==> src/rtl/joy_dir_filter.sv <==
// joy_dir_filter: per-player joystick direction conditioner.
// Each player gets its own channel: 2-flop sync, per-bit debounce,
// optional SOCD cleaning, rising-edge detect and a mode-driven selector.

module joy_dir_chan #(
    parameter int DEBOUNCE_CNT = 3
) (
    input  logic       i_clk,
    input  logic       i_reset_n,
    input  logic       i_ce,
    input  logic       i_socd_en,
    input  logic [1:0] i_mode,
    input  logic [3:0] i_dir,
    output logic [3:0] o_dir
);

    typedef enum logic [1:0] {
        M_PASS  = 2'd0,
        M_LAST  = 2'd1,
        M_FIRST = 2'd2,
        M_HORIZ = 2'd3
    } mode_e;

    // One-hot of the highest set bit, priority up > down > left > right.
    function automatic logic [3:0] hp(input logic [3:0] x);
        casez (x)
            4'b1???: hp = 4'b1000;
            4'b01??: hp = 4'b0100;
            4'b001?: hp = 4'b0010;
            4'b0001: hp = 4'b0001;
            default: hp = 4'b0000;
        endcase
    endfunction

    logic [3:0] r_s1, r_s2, r_st, r_fp, r_sel;
    mode_e      r_mode_q;
    mode_e      w_mode;
    logic [3:0] w_f, w_new, w_mask, w_g, w_ng, w_last, w_first;

    assign w_mode = mode_e'(i_mode);

    // Two-flop synchroniser for the raw joystick bits.
    always_ff @(posedge i_clk) begin
        if (!i_reset_n) begin
            r_s1 <= '0;
            r_s2 <= '0;
        end else begin
            r_s1 <= i_dir;
            r_s2 <= r_s1;
        end
    end

    generate
        if (DEBOUNCE_CNT == 0) begin : g_nodb
            // ce has no role without debounce; the register keeps latency uniform.
            logic w_unused_ce;
            assign w_unused_ce = i_ce;

            // Stable value simply follows the synchroniser.
            always_ff @(posedge i_clk) begin
                if (!i_reset_n) r_st <= '0;
                else            r_st <= r_s2;
            end
        end else begin : g_db
            localparam int CW = $clog2(DEBOUNCE_CNT + 1);
            localparam logic [CW-1:0] CMAX = CW'(DEBOUNCE_CNT - 1);
            logic [3:0][CW-1:0] r_cnt;

            // Per-bit debounce: st moves only after DEBOUNCE_CNT consecutive ce ticks of disagreement.
            always_ff @(posedge i_clk) begin
                if (!i_reset_n) begin
                    r_st  <= '0;
                    r_cnt <= '0;
                end else begin
                    for (int b = 0; b < 4; b++) begin
                        if (r_s2[b] == r_st[b]) begin
                            r_cnt[b] <= '0;
                        end else if (i_ce) begin
                            if (r_cnt[b] == CMAX) begin
                                r_st[b]  <= r_s2[b];
                                r_cnt[b] <= '0;
                            end else begin
                                r_cnt[b] <= r_cnt[b] + CW'(1);
                            end
                        end
                    end
                end
            end
        end
    endgenerate

    // SOCD cleaning: opposing pairs pressed together cancel out.
    always_comb begin
        w_f = r_st;
        if (i_socd_en) begin
            if (r_st[3] && r_st[2]) w_f[3:2] = 2'b00;
            if (r_st[1] && r_st[0]) w_f[1:0] = 2'b00;
        end
    end

    // Candidate selections for each restricting mode.
    always_comb begin
        w_new   = w_f & ~r_fp;
        w_mask  = (w_mode == M_HORIZ) ? 4'b0011 : 4'b1111;
        w_g     = w_f & w_mask;
        w_ng    = w_new & w_mask;
        w_last  = (w_ng != 4'b0000)        ? hp(w_ng) :
                  ((w_g & r_sel) == 4'b0000) ? hp(w_g)  : r_sel;
        w_first = ((w_f & r_sel) != 4'b0000) ? r_sel : hp(w_f);
    end

    // Edge-detect history, selector register and mode tracking.
    always_ff @(posedge i_clk) begin
        if (!i_reset_n) begin
            r_fp     <= '0;
            r_sel    <= '0;
            r_mode_q <= M_PASS;
        end else begin
            r_fp <= w_f;
            if (w_mode != r_mode_q) begin
                r_sel    <= (w_mode == M_PASS) ? w_f : hp(w_g);
                r_mode_q <= w_mode;
            end else begin
                case (w_mode)
                    M_PASS:  r_sel <= w_f;
                    M_FIRST: r_sel <= w_first;
                    default: r_sel <= w_last;
                endcase
            end
        end
    end

    assign o_dir = r_sel;

endmodule

module joy_dir_filter #(
    parameter int NUM_PLAYERS  = 2,
    parameter int DEBOUNCE_CNT = 3
) (
    input  logic                     i_clk,
    input  logic                     i_reset_n,
    input  logic                     i_ce,
    input  logic                     i_socd_en,
    input  logic [2*NUM_PLAYERS-1:0] i_mode,
    input  logic [4*NUM_PLAYERS-1:0] i_dir_in,
    output logic [4*NUM_PLAYERS-1:0] o_dir_out
);

    logic [NUM_PLAYERS-1:0][1:0] w_mode;
    logic [NUM_PLAYERS-1:0][3:0] w_dir_in;
    logic [NUM_PLAYERS-1:0][3:0] w_dir_out;

    assign w_mode    = i_mode;
    assign w_dir_in  = i_dir_in;
    assign o_dir_out = w_dir_out;

    generate
        for (genvar p = 0; p < NUM_PLAYERS; p++) begin : g_chan
            joy_dir_chan #(
                .DEBOUNCE_CNT(DEBOUNCE_CNT)
            ) u_chan (
                .i_clk    (i_clk),
                .i_reset_n(i_reset_n),
                .i_ce     (i_ce),
                .i_socd_en(i_socd_en),
                .i_mode   (w_mode[p]),
                .i_dir    (w_dir_in[p]),
                .o_dir    (w_dir_out[p])
            );
        end
    endgenerate

endmodule

==> config.mk <==
export PLATFORM = sky130hd
export DESIGN_NAME = joy_dir_filter
export DESIGN_NICKNAME = d
export VERILOG_FILES = /design/src/rtl/joy_dir_filter.sv
export SDC_FILE = /design/constraint.sdc
export NUM_CORES = 1
export LEC_CHECK = 0
export BUFFER_PORTS_ARGS = -buffer_cell sky130_fd_sc_hd__buf_2
export CAP_MARGIN = 5
export CORE_MARGIN = 5
export CORE_UTILIZATION = 35
export CTS_CLUSTER_DIAMETER = 200
export DETAILED_ROUTE_END_ITERATION = 10
export PLACE_DENSITY = 0.59
export SLEW_MARGIN = 40
export SYNTH_ARGS = -nofsm -noshare
export SYNTH_HDL_FRONTEND = slang
export SYNTH_SLANG_ARGS = --single-unit
==> constraint.sdc <==
create_clock -name i_clk -period 3.6 [get_ports i_clk]
set_input_delay 0.72 -clock i_clk [delete_from_list [all_inputs] [get_ports i_clk]]
set_output_delay 0.72 -clock i_clk [all_outputs]
set_load 0.1 [all_outputs]
# Word-level counts from Yosys, hierarchy flattened
# Index checks and enable logic that the tools add are counted.
[totals] elab_cells=163 in_bits=16 ram_bits=0 romBits=0 register_bits=60 memories=0 out_inout_bits=8 latch_bits=0
[classes] n_mul=0 bitwise=21 reduce_logical=32 n_eq_ne=42 shifts=0 n_mux=34 magnitude_cmp=0 n_addsub=8 div_mod_pow=0
[ops] operator="$pmux W4 S4" n=6
[ops] operator="$mux W4" n=14
[ops] operator="$and A4 B4 Y4" n=10
[ops] operator="$eq A2 B2 Y1 const B" n=12
[ops] operator="$eq A4 B1 Y1 const B" n=6
[ops] operator="$mux W2" n=12
[ops] operator="$reduce_and A3 Y1" n=8
[ops] operator="$eq A3 B1 Y1 const B" n=6
[ops] operator="$add A2 B1 Y2 const B" n=8
[ops] operator="$pmux W4 S2" n=2
[ops] operator="$reduce_bool A4 Y1" n=4
[ops] operator="$reduce_or A2 Y1" n=8
[ops] operator="$eq A2 B1 Y1 const B" n=6
[ops] operator="$reduce_bool A5 Y1" n=2
[ops] operator="$not A1 Y1" n=9
[ops] operator="$eq A1 B1 Y1" n=8
[ops] operator="$logic_not A4 Y1" n=2
[ops] operator="$not A4 Y4" n=2
[ops] operator="$ne A3 B3 Y1 const B" n=2
[ops] operator="$logic_and A1 B1 Y1" n=4
[ops] operator="$logic_not A2 Y1" n=2
[ops] operator="$ne A2 B2 Y1" n=2
[ops] operator="$reduce_and A2 Y1" n=2

# Logic depth before layout (Yosys ltp)
# Gate-level depths: netlist of the first run.
[depth] depth_word=10 depth_mapped=7 ltp_nobuf=5

# By module
# Synthesis of the first run repeated with hierarchy kept, for this count alone.
[hier_totals] hier_cells=340 area_unflattened_um2=2890.3
[by_module_without_submodules] mod="joy_dir_chan" seq_area_each_um2=600.6 instances=2 cells_each=170 area_each_um2=1445.1

# Worst setup path after synthesis of the first run
# OpenSTA, ideal clock, no wires.
[synth_path] kind="input to register" startpoint="in i_mode[1]" endpoint="reg g_chan[0].u_chan.r_sel[1]" required_ps=3528 stages=7 setup_time_ps=72 arrival_ps=2164 path_slack_ps=1364 path_buffers=2 cell_sequence="buf_2 > nor2_1 > a221o_1 > o41ai_2 > and4_1 > buf_4 > mux2i_1"
[synth_between] elab_chain_cells=9 word_cells_on_any_way=26 cone_classes="10 x eq/ne; 8 x mux; 3 x bitwise; 5 x reduce/logical"
[synth_lines] element="from (decl)" line="145" source="input logic [2*NUM_PLAYERS-1:0] i_mode,"
[synth_lines] element="$eq A2 B2 Y1" line="104" source="w_mask = (w_mode == M_HORIZ) ? 4'b0011 : 4'b1111;"
[synth_lines] element="$mux W4" line="104"
[synth_lines] element="$and A4 B4 Y4" line="105" source="w_g = w_f & w_mask;"
[synth_lines] element="$eq A4 B1 Y1 (tied with other cells)" line="26" source="casez (x)"
[synth_lines] element="$pmux W4 S4" line="26"
[synth_lines] element="$mux W4" line="108" source="((w_g & r_sel) == 4'b0000) ? hp(w_g) : r_sel;"
[synth_lines] element="$mux W4" line="107" source="w_last = (w_ng != 4'b0000) ? hp(w_ng) :"
[synth_lines] element="$pmux W4 S2" line="124" source="case (w_mode)"
[synth_lines] element="$mux W4" line="120" source="if (w_mode != r_mode_q) begin"
[synth_lines] element="to (signal assigned)" line="121" source="r_sel <= (w_mode == M_PASS) ? w_f : hp(w_g);"
[synth_lines] element="to (signal assigned)" line="125" source="M_PASS: r_sel <= w_f;"
[synth_lines] element="to (signal assigned)" line="126" source="M_FIRST: r_sel <= w_first;"
[synth_lines] element="to (decl)" line="35" source="logic [3:0] r_s1, r_s2, r_st, r_fp, r_sel;"
# Several ways; a longest one is shown, not always the timed one. The select of a mux whose other input is x is not followed.
# A chain may end at the register's enable or synchronous reset.

# Worst setup path in the final report of the first run
[layout_path] startpoint="in i_socd_en" endpoint="reg g_chan[0].u_chan.r_sel[1]"
[layout_between] elab_chain_cells=8 word_cells_on_any_way=30 cone_classes="10 x eq/ne; 10 x mux; 5 x bitwise; 5 x reduce/logical"
[layout_lines] element="from (decl)" line="144" source="input logic i_socd_en,"
[layout_lines] element="$mux W4 (*)" line="95" source="if (i_socd_en) begin"
[layout_lines] element="$and A4 B4 Y4, on equally long branches" line="105, 103"
[layout_lines] element="$eq A4 B1 Y1 (tied with other cells)" line="26"
[layout_lines] element="$pmux W4 S4 (tied with other cells)" line="26"
[layout_lines] element="$mux W4 or $pmux W4 S4 (tied branches)" line="108, 26"
[layout_lines] element="$mux W4" line="107"
[layout_lines] element="$pmux W4 S2" line="124"
[layout_lines] element="$mux W4" line="120"
# Every way passes the cells marked *; elsewhere a longest branch is shown, timed or not. The select of a mux whose other input is x is not followed.

==> results of run 1 <==
-- worst min-delay path by stage --
stage,to,slack [ns],startpoint,depth (start not counted)
finish,g_chan[1].u_chan.r_s2[2],0.43,g_chan[1].u_chan.r_s1[2],1
floorplan,g_chan[0].u_chan.r_s2[0],0.41,g_chan[0].u_chan.r_s1[0],1
global route,g_chan[1].u_chan.r_s2[2],0.45,g_chan[1].u_chan.r_s1[2],1
global placement,g_chan[1].u_chan.r_s2[2],0.42,g_chan[1].u_chan.r_s1[2],1
CTS,g_chan[1].u_chan.r_s2[2],0.44,g_chan[1].u_chan.r_s1[2],1
detailed placement,g_chan[1].u_chan.r_s2[2],0.42,g_chan[1].u_chan.r_s1[2],1
-- worst reg2reg max path, stage by stage (launching register included) --
cell	delay [ns]
dfxtp_1	0.53
a21boi_1	0.18
a221o_1	0.44
o41ai_2	0.34
and4_1	0.36
mux2i_1	0.20
-- registers in the layout, summed over array words and instances, names as in the netlist --
name and cells:
g_chan.u_chan.g_db.r_cnt 16, g_chan.u_chan.o_dir 8, g_chan.u_chan.r_mode_q 4, g_chan.u_chan.r_fp 8, g_chan.u_chan.r_s1 8, g_chan.u_chan.r_s2 8, g_chan.u_chan.r_st 8
-- logic make-up (layout without fill, tap and decap cells) --
logic type,Yosys count,after routing,synth area share (%)
simple gates,136,136,22.24
compound gates,86,86,21.67
flops,60,60,41.94
buf+inv,33,52,5.985
xor+xnor,13,13,3.976
mux,11,11,3.845
fa+ha+maj,1,1,0.3495
-- routing by layer --
layer / global-route usage (%) / wire length, µm / vias to the layer above
met3: 5.536 / 286 / 2
met2: 19.88 / 2822 / 53
li1: - / - / 1216
met4: 3.316 / 19 / 0
met5: 0 / 0 / -
met1: 16.10 / 2818 / 1082
-- Yosys cell counts (3+ instances only) --
| master | instances |
|---|---|
| inv_1 | 12 |
| xnor2_1 | 3 |
| nand2_1 | 40 |
| o31ai_1 | 3 |
| xor2_1 | 10 |
| and2_1 | 19 |
| a21bo_2 | 5 |
| nor2_1 | 44 |
| a21boi_1 | 3 |
| a21boi_0 | 3 |
| clkbuf_1 | 10 |
| buf_6 | 5 |
| mux2i_1 | 11 |
| dfxtp_1 | 60 |
| a211oi_1 | 4 |
| nand3b_1 | 8 |
| buf_2 | 5 |
| o21ai_0 | 10 |
| a21oi_1 | 26 |
| nor3_1 | 16 |
-- final cells by class --
type	count	area (µm²)	area share, %
timing repair buffer	24	122.6	3.784
multi-input combinational	247	1491	46.02
clock inverter	6	111.4	3.436
clock buffer	10	137.6	4.247
sequential	60	1201	37.07
tap	105	131.4	4.054
inverter	12	45.04	1.390
-- metrics by stage --
step                      std cells  power (mW)
after floorplan                 340      0.7733
after global placement          448      0.7921
after detailed placement        448      0.7930
after CTS                       464       1.562
after global routing            464       1.607
final                           464       1.538
-- power by group --
group          switching [mW]  total [mW]  internal [mW]  leakage [nW]
Clock                   0.282       0.760          0.479         0.122
Combinational          0.0620      0.0945         0.0325         0.664
Sequential            0.00649       0.683          0.677         0.488
==> impl_results.md, run 1 <==
- CTS resizes: 0
- ANT nets after route: 0
- HP Class: reg -> reg
- Fin crit share: 61.88%
- Mean post-synth cell area: 8.424 µm²
- Final hold violations: 0
- Largest area contributor in the netlist: dfxtp_1
- Slew Viols, Final: 0
- Fin nets: 370
- Post-synth EDFFs: 0
- Core box area: 8093 µm²
- Global route total overflow: 0
- Largest net degree at the start of global routing: 34
- Die W: 100.5 µm
- Asr flop ratio synth: 0%
- Crit path max-delay family: compound AO/OA/AOI/OAI gates
- Static Leak: 1.274 nW
- # port buffers: 23
- Cells along the critical path: buf_2 > a21boi_1 > a221o_1 > o41ai_2 > and4_1 > mux2i_1
- Predominant post-synthesis flop cell: dfxtp_1
- Status: completed
- #FFs+latches synth: 60
- Layout Skew: 0.004926 ns
- Worst R2R End: g_chan[0].u_chan.o_dir[1]
- Clk slew on worst S/H paths: 0.07 ns
- CTS tree: built
- Top post-synthesis cells by area: dfxtp_1, nor2_1, nand2_1, a21oi_1, and2_1
- DRC errors left: 0
- Delay of the slowest cell on the worst path: 0.44 ns
- Worst-path maximum fanout: 16
- Max Clk Rate: 448.9 MHz
- Worst skew pair latency: 0.34 ns
- Worst reg2reg path depth: 5
- Ant. Diodes: 0
- Worst r2r src: g_chan[0].u_chan.r_st[2]
- Arrival time worst endpoint: 2.50 ns
- CP Launch Point: i_socd_en
- Vias in the first global route: 2158
- First-pass GRT wire length: 10.25 mm
- VDD IR-drop max: 0.1868 mV
- Least-Margin Pin Slew: 0.6959 ns
- Crit end category: register
- All-layer global routing usage: 12.72%
- Slowest CP cell: a221o_1
- Die H: 100.5 µm
- Flop-to-flop setup slack: 1.49 ns
- Commonest non-fill, non-tap cell in the layout: dfxtp_1
- Initial antenna violation count: 0
- Req. time, crit path: 3.87 ns
- Final setup TNS: 0 ns
- Pwr Density: 474.6 nW/µm²
- Register area share after synthesis: 41.94%
- Worst Path Buf+Inv: 1
- CP endpoint: g_chan[0].u_chan.o_dir[1]
- Max-cap check violation count: 0
- Share of cells above drive strength 1: 13.93%
- Post-synthesis cell count: 340
- Type of the worst setup path: in -> reg
- Vias: 2353
- Yosys top cell area share: 41.94%
- Area Growth Syn to Fin: 13.15%
- Sink Count: 60
- Core Util, Final: 40.04%
- Hpwl dp: 4.007 mm
- Fill cells: 845
- Total CTS buffers: 9
- Post-Syn Area: 2864 µm²
- Synth cell types: 52
- Setup ws final: 1.372 ns
- Syn_nets: 356
- Rel. slew slack: 53.32%
- # H-tree levels: 3
- Clock Path Buffers: 2
- Total routed wirelength: 5.947 mm
- Commonest non-fill, non-tap cells in the layout: dfxtp_1, nor2_1, nand2_1
- Post-place instance area: 2992 µm²
- Minimum clock period: 2.228 ns
- Initial Utilization: 35.39%
- DRT iter0 DRCs: 106
- Placer Congestion: 0.8681
- Ys Warns: 0
- Wirelength per Cell: 12.82 µm
- Die area: 10090 µm²
- I/O Pins: 24
- Post-CTS Hold Buffers: 0
- RSZ-0062 raised after global routing: false
- FP Rows: 33
- Crit start category: input port
- Worst hold margin: 0.4322 ns
- Drt first pass iters: 4
- Final setup vio count: 0
- WP depth: 6
- Root Driver: clkbuf_8
- Via/cell ratio: 5.071
- Post-route cell area: 3241 µm²
- Pre-CTS WS: 1.037 ns
- # Post-CTS Setup Buffers: 0
(Power assumes the default switching activity.)
==> run 2: changes to the inputs <==
==> constraint.sdc (replaced) <==
create_clock -name i_clk -period 2.2 [get_ports i_clk]
set_input_delay 0.44 -clock i_clk [delete_from_list [all_inputs] [get_ports i_clk]]
set_output_delay 0.44 -clock i_clk [all_outputs]
set_load 0.1 [all_outputs]
==> impl_results.md, run 2 (synthesized netlist as in run 1, its figures left out) <==
- Ant. Diodes: 0
- Slew Viols, Final: 0
- HP Class: in -> reg
- Minimum clock period: 1.956 ns
- Pwr Density: 681.1 nW/µm²
- Worst reg2reg path depth: 5
- Via/cell ratio: 5.079
- HP Start: i_dir_in[2]
- Vias in the first global route: 2325
- Die W: 100.5 µm
- Commonest non-fill, non-tap cells in the layout: dfxtp_1, nor2_1, nand2_1
- Total routed wirelength: 6.168 mm
- Initial Utilization: 35.39%
- Fin crit share: 88.93%
- Sink Count: 60
- Die area: 10090 µm²
- # H-tree levels: 3
- Least-Margin Pin Slew: 0.6801 ns
- Max-cap check violation count: 0
- CTS resizes: 0
- Placer Congestion: 0.8717
- ANT nets after route: 0
- CP Launch Point: g_chan[1].u_chan.r_st[2]
- Core Util, Final: 40.74%
- VDD IR-drop max: 0.3054 mV
- Arrival time worst endpoint: 2.19 ns
- Initial antenna violation count: 0
- Status: completed
- Final setup vio count: 0
- Vias: 2433
- # port buffers: 23
- Commonest non-fill, non-tap cell in the layout: dfxtp_1
- Share of cells above drive strength 1: 17.11%
- RSZ-0062 raised after global routing: false
- Max Clk Rate: 511.1 MHz
- All-layer global routing usage: 12.87%
- Fill cells: 868
- Hpwl dp: 4.460 mm
- Crit end category: register
- Largest register FFs: 16
- Area Growth Syn to Fin: 15.12%
- Clock Path Buffers: 2
- CP endpoint: g_chan[1].u_chan.o_dir[2]
- Final hold violations: 0
- Static Leak: 1.329 nW
- Total CTS buffers: 9
- Global route total overflow: 0
- Flop-to-flop setup slack: 0.24 ns
- Most flops, register: g_chan.u_chan.g_db.r_cnt
- I/O Pins: 24
- Final setup TNS: 0 ns
- Worst-path maximum fanout: 8
- Worst skew pair latency: 0.34 ns
- Worst r2r src: g_chan[1].u_chan.r_st[2]
- DRT iter0 DRCs: 92
- Rel. slew slack: 54.61%
- Drt first pass iters: 4
- Crit start category: register
- FP Rows: 33
- DRC errors left: 0
- Root Driver: clkbuf_8
- Type of the worst setup path: reg -> reg
- Die H: 100.5 µm
- Req. time, crit path: 2.43 ns
- CTS tree: built
- # Post-CTS Setup Buffers: 0
- Layout Skew: 0.01523 ns
- Wirelength per Cell: 12.88 µm
- Largest net degree at the start of global routing: 33
- Post-CTS Hold Buffers: 0
- Clk slew on worst S/H paths: 0.07 ns
- Core box area: 8093 µm²
- Fin nets: 385
- Worst R2R End: g_chan[1].u_chan.o_dir[2]
- First-pass GRT wire length: 10.35 mm
==> run 2: cell count changes in the layout (fill, tap and decap cells not counted) <==
| cell | before | now |
|---|---|---|
| buf_4 | 1 | 16 |
| bufinv_16 | 3 | 1 |
| clkbuf_1 | 0 | 1 |
| clkbuf_8 | 10 | 9 |
| clkinv_1 | 1 | 0 |
| clkinv_2 | 1 | 2 |
| clkinv_4 | 1 | 2 |
| inv_1 | 11 | 12 |
==> run 2: final cells by class <==
cell class                      count  area, µm²  share of cell area, %
Clock buffer                       10      127.6                  3.871
Clock inverter                      6      65.06                  1.973
Inverter                           12      45.04                  1.366
Multi-Input combinational cell    247       1491                  45.24
Sequential cell                    60       1201                  36.43
Tap cell                          105      131.4                  3.985
Timing Repair Buffer               39      235.2                  7.135
==> run 2: power by group <==
part | switching [mW] | internal (mW) | leakage (nW)
clock | 0.438 | 0.523 | 0.0962
combinational | 0.104 | 0.0624 | 0.744
sequential | 0.0108 | 1.11 | 0.488
total | 0.553 | 1.69 | 1.33
==> run 2: how the worst min path moves through the flow <==
stage | endpoint | slack (ns) | cells after the start
6_report | g_chan[0].u_chan.r_s1[2] | 0.31 | 2
5_1_grt | g_chan[1].u_chan.r_s1[0] | 0.29 | 2
4_1_cts | g_chan[1].u_chan.r_s1[2] | 0.29 | 2
3_5_place_dp | g_chan[0].u_chan.r_s2[2] | 0.42 | 1
3_3_place_gp | g_chan[0].u_chan.r_s2[3] | 0.42 | 1
2_1_floorplan | g_chan[0].u_chan.r_s2[0] | 0.41 | 1
==> run 2: metrics by stage <==
step	worst slack, ns	area [µm²]	power (mW)	hold slack (ns)	std cells
finish	0.2435	3297	2.246	0.3091	479
global route	0.04462	3297	2.348	0.2933	479
CTS	0.2484	3297	2.280	0.2945	479
detailed placement	0.0006084	3104	1.310	0.4187	463
global placement	0.06911	3104	1.309	0.4169	463
floorplan	0.0007108	2864	1.265	0.4119	340
==> run 2: metal layers <==
layer	GRT usage [%]	vias up	part of all wire, %
met5	0	-	0
met4	6.010	0	0.68
met3	3.391	5	4.4
met2	21.71	48	48
met1	15.21	1139	47
li1	-	1241	-
==> run 2: critical path: stages (launching register included) <==
cell,delay (ns)
dfxtp_1,0.46
a21boi_0,0.36
a222oi_1,0.12
a221o_1,0.42
or2_4,0.27
a311oi_1,0.22
==> run 3: changes to the inputs <==
--- a/config.mk
+++ b/config.mk
@@ -7,7 +7,6 @@
 export LEC_CHECK = 0
 export BUFFER_PORTS_ARGS = -buffer_cell sky130_fd_sc_hd__buf_2
 export CAP_MARGIN = 5
-export CORE_MARGIN = 5
 export CORE_UTILIZATION = 35
 export CTS_CLUSTER_DIAMETER = 200
 export DETAILED_ROUTE_END_ITERATION = 10
@@ -15,4 +14,5 @@
 export SLEW_MARGIN = 40
 export SYNTH_ARGS = -nofsm -noshare
 export SYNTH_HDL_FRONTEND = slang
+export SYNTH_HIERARCHICAL = 1
 export SYNTH_SLANG_ARGS = --single-unit
==> impl_results.md, run 3 <==
- Ant. Diodes: 0
- Register area share after synthesis: 41.56%
- RSZ-0062 raised after global routing: false
- Status: completed
- Post-synth EDFFs: 0
- Commonest cells in the netlist: dfxtp_1, nand2_1, and2_1, nor2_1, a21oi_1
- FP Rows: 32
- Fin nets: 372
- VDD IR-drop max: 0.6109 mV
- DRT iter0 DRCs: 111
- Pwr Density: 691.6 nW/µm²
- Layout Cells excl Fill: 462
- Vias: 2357
- CTS resizes: 0
- Root Driver: clkbuf_8
- Req. time, crit path: 2.43 ns
- Final setup vio count: 0
- CTS tree: built
- #FFs+latches synth: 60
- Minimum clock period: 1.968 ns
- Layout Skew: 0.003367 ns
- Vias in the first global route: 2056
- Max Clk Rate: 508.1 MHz
- Final setup TNS: 0 ns
- # H-tree levels: 3
- Yosys top cell area share: 41.56%
- Crit start category: register
- Post-synthesis cell count: 340
- Overall Power: 2.233 mW
- Post-place instance area: 3038 µm²
- Largest area contributor in the netlist: dfxtp_1
- Largest net degree at the start of global routing: 29
- Rel. slew slack: 59.39%
- Wirelength per Cell: 12.34 µm
- Die H: 92.88 µm
- Clk slew on worst S/H paths: 0.07 ns
- Die W: 92.88 µm
- All-layer global routing usage: 14.20%
- Share of cells above drive strength 1: 14.44%
- DRC errors left: 0
- # port buffers: 23
- Via/cell ratio: 5.102
- Post-route cell area: 3228 µm²
- Type of the worst setup path: reg -> reg
- Die area: 8626 µm²
- Ys Warns: 6
- Largest register FFs: 16
- Core box area: 7848 µm²
- Least-Margin Pin Slew: 0.6028 ns
- Global route total overflow: 0
- I/O Pins: 24
- Max-cap check violation count: 0
- Top post-synthesis cells by area: dfxtp_1, and2_1, nand2_1, a21oi_1, nor2_1
- HP Class: in -> reg
- Most flops, register: g_chan.u_chan/g_db.r_cnt
- Worst skew pair latency: 0.33 ns
- Count leader, synth: dfxtp_1
- Drt first pass iters: 4
- Initial Utilization: 36.83%
- Clock Path Buffers: 2
- Post-CTS Hold Buffers: 0
- Mean post-synth cell area: 8.501 µm²
- Static Leak: 1.303 nW
- ANT nets after route: 0
- Fin crit share: 89.47%
- First-pass GRT wire length: 9.625 mm
- Total CTS buffers: 9
- Asr flop ratio synth: 0%
- Commonest non-fill, non-tap cells in the layout: dfxtp_1, nand2_1, and2_1
- Post-Syn Area: 2890 µm²
- Initial antenna violation count: 0
- Synth cell types: 41
- Commonest non-fill, non-tap cell in the layout: dfxtp_1
- Crit end category: register
- Sink Count: 60
- Worst-path maximum fanout: 10
- Predominant post-synthesis flop cell: dfxtp_1
- # Post-CTS Setup Buffers: 0
- Final hold violations: 0
- Area Growth Syn to Fin: 11.69%
- Hpwl dp: 3.969 mm
- Placer Congestion: 0.8596
- Arrival time worst endpoint: 2.20 ns
- Placed cells: 447
- Total routed wirelength: 5.702 mm
- Syn_nets: 356
- Slew Viols, Final: 0
==> run 3: cell types whose count changed after synthesis, sizes merged, moves of 4 or more <==
cell    change
nor2       -18
nor2b       +9
and2        +8
nand3       +8
nor3        -6
and3        +5
a211oi      -4
a21oi       -4
nand2       +4
o22a        +4
o22ai       +4
==> run 3: cells by family (layout without fill, tap and decap cells) <==
group | after synthesis | count (layout) | share of synthesized area, %
flip-flops | 60 | 60 | 41.56
XOR/XNOR | 12 | 12 | 3.636
AO/OA/AOI/OAI | 80 | 80 | 20.61
multiplexers | 8 | 8 | 2.771
buffers and inverters | 32 | 52 | 5.628
AND/OR/NAND/NOR | 148 | 148 | 25.80
==> run 3: power by group <==
part / internal, mW / leakage, nW / switching (mW)
logic: 0.0585 / 0.717 / 0.0885
clock network: 0.541 / 0.0979 / 0.426
registers: 1.11 / 0.488 / 0.0119
total: 1.71 / 1.30 / 0.526
==> run 3: layout make-up <==
type / count / area (µm²)
well taps: 102 / 127.6
repair buffers: 27 / 145.1
multi-input cells: 248 / 1526
clock buffers: 10 / 137.6
clock inverters: 5 / 52.55
fillers: 820 / 4619
flip-flops and latches: 60 / 1201
inverters: 10 / 37.54
==> run 3: worst paths after layout <==
check                      startpoint                   endpoint  slack [ns]  depth (start not counted)
max          g_chan[0].u_chan/r_st[3]  g_chan[0].u_chan/o_dir[0]        0.23                          6
min                       i_dir_in[2]   g_chan[0].u_chan/r_s1[2]        0.31                          2
max reg2reg  g_chan[0].u_chan/r_st[3]  g_chan[0].u_chan/o_dir[0]        0.23                          6
min reg2reg  g_chan[0].u_chan/r_s1[3]   g_chan[0].u_chan/r_s2[3]        0.43                          1
==> run 3: stage by stage <==
stage	util (%)	hold WS, ns	setup slack [ns]
6_report	41.14	0.3102	0.2318
2_1_floorplan	-	0.4119	0.3189
4_1_cts	41.14	0.2888	0.2515
3_3_place_gp	38.71	0.4178	0.1673
5_1_grt	41.14	0.2943	0.1382
3_5_place_dp	38.71	0.4192	0.07788
==> run 3: layer usage <==
layer / global-route usage (%) / vias to the layer above / share of wire [%]
met5: 0 / - / 0
met4: 7.308 / 0 / 2.5
met3: 3.777 / 14 / 4.6
met2: 20.28 / 65 / 43
met1: 19.41 / 1062 / 50
li1: - / 1216 / -
==> run 3: worst max-delay path, cell delays in order, from the launching register on <==
cell      delay [ns]
dfxtp_1         0.56
a21boi_2        0.30
nand2_1         0.09
nor4bb_1        0.17
o211a_4         0.29
a311o_1         0.31
and3_1          0.15
